**config.mk**
```make
export PLATFORM = sky130hd
export DESIGN_NAME = pipe_skid_stage
export DESIGN_NICKNAME = d
export VERILOG_FILES = /design/src/rtl/rv32i_types.sv /design/src/rtl/pipe_slot.sv /design/src/rtl/pipe_skid_stage.sv
export SDC_FILE = /design/constraint.sdc
export NUM_CORES = 2
export LEC_CHECK = 0
export BUFFER_PORTS_ARGS = -buffer_cell sky130_fd_sc_hd__buf_4
export CAP_MARGIN = 20
export CORE_UTILIZATION = 45
export DETAILED_ROUTE_END_ITERATION = 10
export GPL_ROUTABILITY_DRIVEN = 0
export PLACE_DENSITY_LB_ADDON = 0.1
export SETUP_SLACK_MARGIN = 0.05
export SLEW_MARGIN = 0
export SYNTH_ARGS = -nofsm -noshare
export SYNTH_HDL_FRONTEND = slang
export SYNTH_SLANG_ARGS = --single-unit
```
**constraint.sdc**
```tcl
create_clock -name clk -period 34.3 [get_ports clk]
set_input_delay 6.86 -clock clk [delete_from_list [all_inputs] [get_ports clk]]
set_output_delay 6.86 -clock clk [all_outputs]
set_load 0.05 [all_outputs]
```
**src/rtl/rv32i_types.sv**
```systemverilog
`default_nettype none
// ============================================================================
//  Module      : rv32i_types (package)
//  Description : Shared types for the RV32I pipeline stage registers.
//  Revision    : 1.0 - skid-buffer stage state type and order width default
// ============================================================================
package rv32i_types;

    // Number of beats held by a skid stage; encoding doubles as occupancy.
    typedef enum logic [1:0] {
        skid_empty = 2'd0,
        skid_one   = 2'd1,
        skid_two   = 2'd2
    } skid_state_t;

    localparam int ORDER_W_DEFAULT = 64;

endpackage : rv32i_types
`default_nettype wire

```
**src/rtl/pipe_slot.sv**
```systemverilog
`default_nettype none
// ============================================================================
//  Module      : pipe_slot
//  Description : One beat of storage: valid flag, payload and order stamp.
//                Clearing drops only the valid flag so the payload holds.
//  Revision    : 1.0 - initial release
// ============================================================================
module pipe_slot #(
    parameter int WIDTH   = 256,
    parameter int ORDER_W = 64
) (
    input  logic               clk,
    input  logic               rst,
    input  logic               i_load,
    input  logic               i_clear,
    input  logic [WIDTH-1:0]   i_data,
    input  logic [ORDER_W-1:0] i_order,
    output logic               o_valid,
    output logic [WIDTH-1:0]   o_data,
    output logic [ORDER_W-1:0] o_order
);

    logic               r_valid;
    logic [WIDTH-1:0]   r_data;
    logic [ORDER_W-1:0] r_order;

    // Load captures a new beat; clear invalidates it without touching payload.
    always_ff @(posedge clk or posedge rst) begin
        if (rst) begin
            r_valid <= 1'b0;
            r_data  <= '0;
            r_order <= '0;
        end else if (i_load) begin
            r_valid <= 1'b1;
            r_data  <= i_data;
            r_order <= i_order;
        end else if (i_clear) begin
            r_valid <= 1'b0;
        end
    end

    assign o_valid = r_valid;
    assign o_data  = r_data;
    assign o_order = r_order;

endmodule : pipe_slot
`default_nettype wire

```
**src/rtl/pipe_skid_stage.sv**
```systemverilog
`default_nettype none
// ============================================================================
//  Module      : pipe_skid_stage
//  Description : Valid/ready pipeline register with a 2-entry skid buffer,
//                synchronous flush and commit-order stamping. All outputs
//                come from registers, so no combinational in->out or
//                out_ready->in_ready path exists.
//  Revision    : 1.0 - initial release
// ============================================================================
module pipe_skid_stage
    import rv32i_types::*;
#(
    parameter int WIDTH   = 256,
    parameter int ORDER_W = ORDER_W_DEFAULT,
    parameter int STAMP   = 1
) (
    input  logic               clk,
    input  logic               rst,
    input  logic               flush,
    input  logic               in_valid,
    output logic               in_ready,
    input  logic [WIDTH-1:0]   in_data,
    output logic               out_valid,
    input  logic               out_ready,
    output logic [WIDTH-1:0]   out_data,
    output logic [ORDER_W-1:0] out_order,
    output logic [1:0]         occupancy
);

    skid_state_t        r_state;
    skid_state_t        w_state_nxt;
    logic               r_in_ready;
    logic               w_in_fire;
    logic               w_out_fire;
    logic               w_head_load;
    logic               w_head_clear;
    logic               w_head_from_skid;
    logic               w_skid_load;
    logic               w_skid_clear;
    logic [WIDTH-1:0]   w_head_d;
    logic [ORDER_W-1:0] w_head_o;
    logic [ORDER_W-1:0] w_stamp;
    logic               w_head_valid;
    logic               w_skid_valid;
    logic [WIDTH-1:0]   w_skid_data;
    logic [ORDER_W-1:0] w_skid_order;

    assign w_in_fire  = in_valid & r_in_ready;
    assign w_out_fire = w_head_valid & out_ready;

    // State register plus registered ready (low only while the skid is full).
    always_ff @(posedge clk or posedge rst) begin
        if (rst) begin
            r_state    <= skid_empty;
            r_in_ready <= 1'b0;
        end else begin
            r_state    <= w_state_nxt;
            r_in_ready <= (w_state_nxt != skid_two);
        end
    end

    // Next state and slot controls; flush overrides every transfer.
    always_comb begin
        w_state_nxt      = r_state;
        w_head_load      = 1'b0;
        w_head_clear     = 1'b0;
        w_head_from_skid = 1'b0;
        w_skid_load      = 1'b0;
        w_skid_clear     = 1'b0;
        if (flush) begin
            w_state_nxt  = skid_empty;
            w_head_clear = 1'b1;
            w_skid_clear = 1'b1;
        end else begin
            case (r_state)
                skid_empty: begin
                    if (w_in_fire) begin
                        w_state_nxt = skid_one;
                        w_head_load = 1'b1;
                    end
                end
                skid_one: begin
                    if (w_in_fire && w_out_fire) begin
                        w_head_load = 1'b1;
                    end else if (w_in_fire) begin
                        w_state_nxt = skid_two;
                        w_skid_load = 1'b1;
                    end else if (w_out_fire) begin
                        w_state_nxt  = skid_empty;
                        w_head_clear = 1'b1;
                    end
                end
                skid_two: begin
                    if (w_out_fire) begin
                        w_state_nxt      = skid_one;
                        w_head_load      = 1'b1;
                        w_head_from_skid = 1'b1;
                        w_skid_clear     = 1'b1;
                    end
                end
                default: begin
                    w_state_nxt  = skid_empty;
                    w_head_clear = 1'b1;
                    w_skid_clear = 1'b1;
                end
            endcase
        end
    end

    // Order counter advances once per accepted, non-squashed beat.
    generate
        if (STAMP != 0) begin : g_stamp
            logic [ORDER_W-1:0] r_order_cnt;

            // Wraps naturally modulo 2^ORDER_W.
            always_ff @(posedge clk or posedge rst) begin
                if (rst) begin
                    r_order_cnt <= '0;
                end else if (w_in_fire && !flush) begin
                    r_order_cnt <= r_order_cnt + ORDER_W'(1);
                end
            end

            assign w_stamp = r_order_cnt;
        end else begin : g_no_stamp
            assign w_stamp = '0;
        end
    endgenerate

    assign w_head_d = w_head_from_skid ? w_skid_data  : in_data;
    assign w_head_o = w_head_from_skid ? w_skid_order : w_stamp;

    pipe_slot #(
        .WIDTH   (WIDTH),
        .ORDER_W (ORDER_W)
    ) u_head (
        .clk     (clk),
        .rst     (rst),
        .i_load  (w_head_load),
        .i_clear (w_head_clear),
        .i_data  (w_head_d),
        .i_order (w_head_o),
        .o_valid (w_head_valid),
        .o_data  (out_data),
        .o_order (out_order)
    );

    pipe_slot #(
        .WIDTH   (WIDTH),
        .ORDER_W (ORDER_W)
    ) u_skid (
        .clk     (clk),
        .rst     (rst),
        .i_load  (w_skid_load),
        .i_clear (w_skid_clear),
        .i_data  (in_data),
        .i_order (w_stamp),
        .o_valid (w_skid_valid),
        .o_data  (w_skid_data),
        .o_order (w_skid_order)
    );

    assign in_ready  = r_in_ready;
    assign out_valid = w_head_valid;
    // Skid only ever holds a beat behind a valid head: 00, 01 or 10.
    assign occupancy = {w_skid_valid, w_head_valid & ~w_skid_valid};

endmodule : pipe_skid_stage
`default_nettype wire
```
==> flow_summary_export.csv <==
group,metric,value,unit
clock_network,cts_setup_buffers,0,
global_routing,antenna_found_initial,12,
global_routing,grt_pass1_vias,22000,
clock_network,clk_latency,0.61,ns
worst_setup_path,worstReg2RegStart,"r_state[0]$_DFF_PP0_",
sta,period_share,31.0,%
placement,dpl_worst_slack,23.12,ns
clock_network,cts_buffers,77,
run,cap_violations,0,
die,ios,585,
sta,min_period,10.63,ns
cells_and_area,finalNetCount,3500,
cells_and_area,area_growth,24.0,%
sta,layout_setup_ws,23.67,ns
global_routing,grtUsageTotal,24.3,%
power,p_total,3.11,mW
power,power-per-cell-area,84.2,mW/mm²
worst_hold_path,holdPathEnd,"g_stamp.r_order_cnt[63]$_DFFE_PP0P_",
sta,drv_slew,0,
clock_network,clk_path_buf_depth,3,
routing,ant_nets,0,
die,die_h,259,µm
logic_synthesis,synthAdderAreaFrac,0.0420,%
logic_synthesis,yosysSeqAreaShare,59.5,%
sta,tightest_slew,1.22,ns
worst_setup_path,worstSetupStartpointType,"input pin",
worst_setup_path,r2r_end,"u_head.o_data[9]$_DFFE_PP0P_",
die,initial_core_util,45.4,%
sta,rsz0062_at_grt,"false",
cells_and_area,drive_above_1_share,32.7,%
die,row_count,94,
logic_synthesis,synth_area_leaders,"dfrtp_1 (59%), mux2_2 (12%), nand2_1 (8.4%)",
worst_setup_path,r2r_setup_slack,29.51,ns
sta,final.setup.tns,0,ns
routing,initialDrtViolationCount,1622,
logic_synthesis,synth_compound_area_share,6.93,%
run_status,status,"finished clean",
sta,fin_skew,0.0227,ns
sta,fmax,94.1,MHz
die,die_w,259,µm
logic_synthesis,synth_edf_count,0,
worst_setup_path,crit_required,34.82,ns
clock_network,cts.sinks,709,
logic_synthesis,yosys_warnings,0,
sta,maxSlewHeadroom,18.3,%
worst_setup_path,path_class,"input pin to register",
logic_synthesis,synthSimpleGateAreaFrac,15.5,%
logic_synthesis,synthDistinctLibCells,44,
global_routing,overflow,0,
clock_network,cts_root_buf,"clkbuf_16",
routing,first_pass_iters,6,
placement,port-buffer-count,584,
worst_setup_path,worst_setup_path_end_kind,"register",
clock_network,clkTransAtPathRegs,0.06,ns
worst_hold_path,hold_start,"g_stamp.r_order_cnt[63]$_DFFE_PP0P_",
worst_hold_path,hold_depth,1,
sta,finalHoldViolCount,0,
worst_setup_path,r2r_cells,8,
routing,vias,22200,
clock_network,cts_hold_buffers,0,
logic_synthesis,synthesis.area,0.0298,mm²
global_routing,grt_max_degree,252,
placement,dp_hpwl,55000,µm
clock_network,cts_resized,0,
worst_hold_path,hold_class,"register to register",
clock_network,htree_levels,3,
logic_synthesis,synth_top_cell_area_share,59.5,%
logic_synthesis,async_flop_share,100,%
logic_synthesis,ys.flop_type,"dfrtp_1",
worst_setup_path,critical_path_arrival,11.14,ns
routing,routed_via_density,5.32,
sta,setup_viol,0,
logic_synthesis,synth_nets,3008,
logic_synthesis,synth_top_family_by_area,"simple AND/OR/NAND/NOR gates",
die,fp.coreArea,0.0656,mm²
routing,wl_per_cell,20.0,µm
logic_synthesis,yosysTopAreaCell,"dfrtp_1",
routing,route.detailed.drc,0,
clock_network,cts_tree,"yes",
worst_setup_path,crit_fanout,104,
power,leakage,16.8,nW
logic_synthesis,synth.avg_cell_area,10.9,µm²
power,irDropWorstVdd,0.0453,mV
routing,wl,83500,µm
logic_synthesis,syn_inst,2746,
placement,dp_cells,4020,
logic_synthesis,synth-xor-area-share,1.88,%
die,fp.dieArea,0.0673,mm²
cells_and_area,finalNonFillerCells,4171,
logic_synthesis,synthMuxAreaShare,12.1,%
sta,hold_ws,0.493,ns
logic_synthesis,synth-seq-cells,709,
global_routing,grt_pass1_wl,128000,µm
[power by group]
part	total [mW]	internal (mW)	switching [mW]
clock network	0.841	0.504	0.338
registers	1.26	1.11	0.154
logic	1.01	0.356	0.653
[critical path: stages]
cell and delay [ns]:
buf_4 0.09, nand2_1 0.13, or2_2 0.38, a21oi_4 0.60, buf_4 0.78, buf_4 0.90, buf_4 0.93, nor2_1 0.11
a31oi_1 0.19
[worst max path at each step]
stage          startpoint                            endpoint  slack (ns)  depth (start not counted)
3_5_place_dp    out_ready       u_head.o_data[61]$_DFFE_PP0P_       23.12                          9
5_1_grt         out_ready       u_head.o_data[39]$_DFFE_PP0P_       23.32                          9
6_report        out_ready        u_head.o_data[9]$_DFFE_PP0P_       23.67                          9
3_3_place_gp    out_ready      u_head.o_data[214]$_DFFE_PP0P_       23.26                          8
2_1_floorplan         rst  g_stamp.r_order_cnt[0]$_DFFE_PP0P_        7.55                          1
4_1_cts         out_ready        u_head.o_data[9]$_DFFE_PP0P_       23.77                          9
[sequential cells by signal, summed over array words and instances (netlist names)]
register and count:
u_skid.o_data 256, in_ready 1, u_skid.o_order 64, u_skid.o_valid 1, u_head.o_order 64, u_head.o_valid 1
g_stamp.r_order_cnt 64, r_state 2, u_head.o_data 256
[routing by layer]
metal	global-route usage (%)	vias up	share of wire [%]
met4	8.46	8	2.6
met5	0	-	0.069
met3	7.49	114	8.0
met1	31.5	11200	41
met2	38.7	582	48
li1	-	10300	-
[final cells by class]
class                           count  area, µm²
Multi-Input combinational cell   1836      10900
Antenna cell                        9       22.5
Inverter                            6       30.0
Fill cell                        5654      28600
Sequential cell                   709      17700
Timing Repair Buffer              608       4630
Clock inverter                     19        246
Tap cell                          864       1080
Clock buffer                      120       2320
[kinds of logic (layout without fill, tap and decap cells)]
logic type      Yosys count  in the layout
compound gates          329            329
other cells               0              9
simple gates           1121           1121
flops                   709            709
fa+ha+maj                 1              1
buf+inv                 201            753
xor+xnor                 64             64
mux                     321            321
[layout by cell type, fill, tap and decap left out, drive strengths merged, types with 2 or more instances in the layout]
cell type	count
or2	2
and3	9
clkbuf	121
nand2	672
nor2	346
a21oi	3
bufinv	5
nor4	8
and2	3
and4	3
nor3	22
nand2b	2
nand4	24
mux2	321
dfrtp	709
diode	9
clkinv	13
nand3	24
buf	607
a31oi	321
xor2	34
xnor2	30
inv	7
nor3b	2
[cells in the mapped netlist (12+ instances only)]
master and instances:
a31oi_1 321, buf_2 83, buf_4 41, buf_6 23, clkbuf_1 41, dfrtp_1 709, mux2_2 321, nand2_1 671
nand3_1 23, nand4_1 19, nor2_1 343, nor3_2 12, xnor2_1 30, xor2_1 34
[metrics by stage]
step                area (µm²)  utilization (%)
floorplan                29800                -
global placement         34300             52.3
detailed placement       34300             52.3
CTS                      36900             56.2
global route             37000             56.4
finish                   37000             56.4
(Power assumes the default switching activity.)
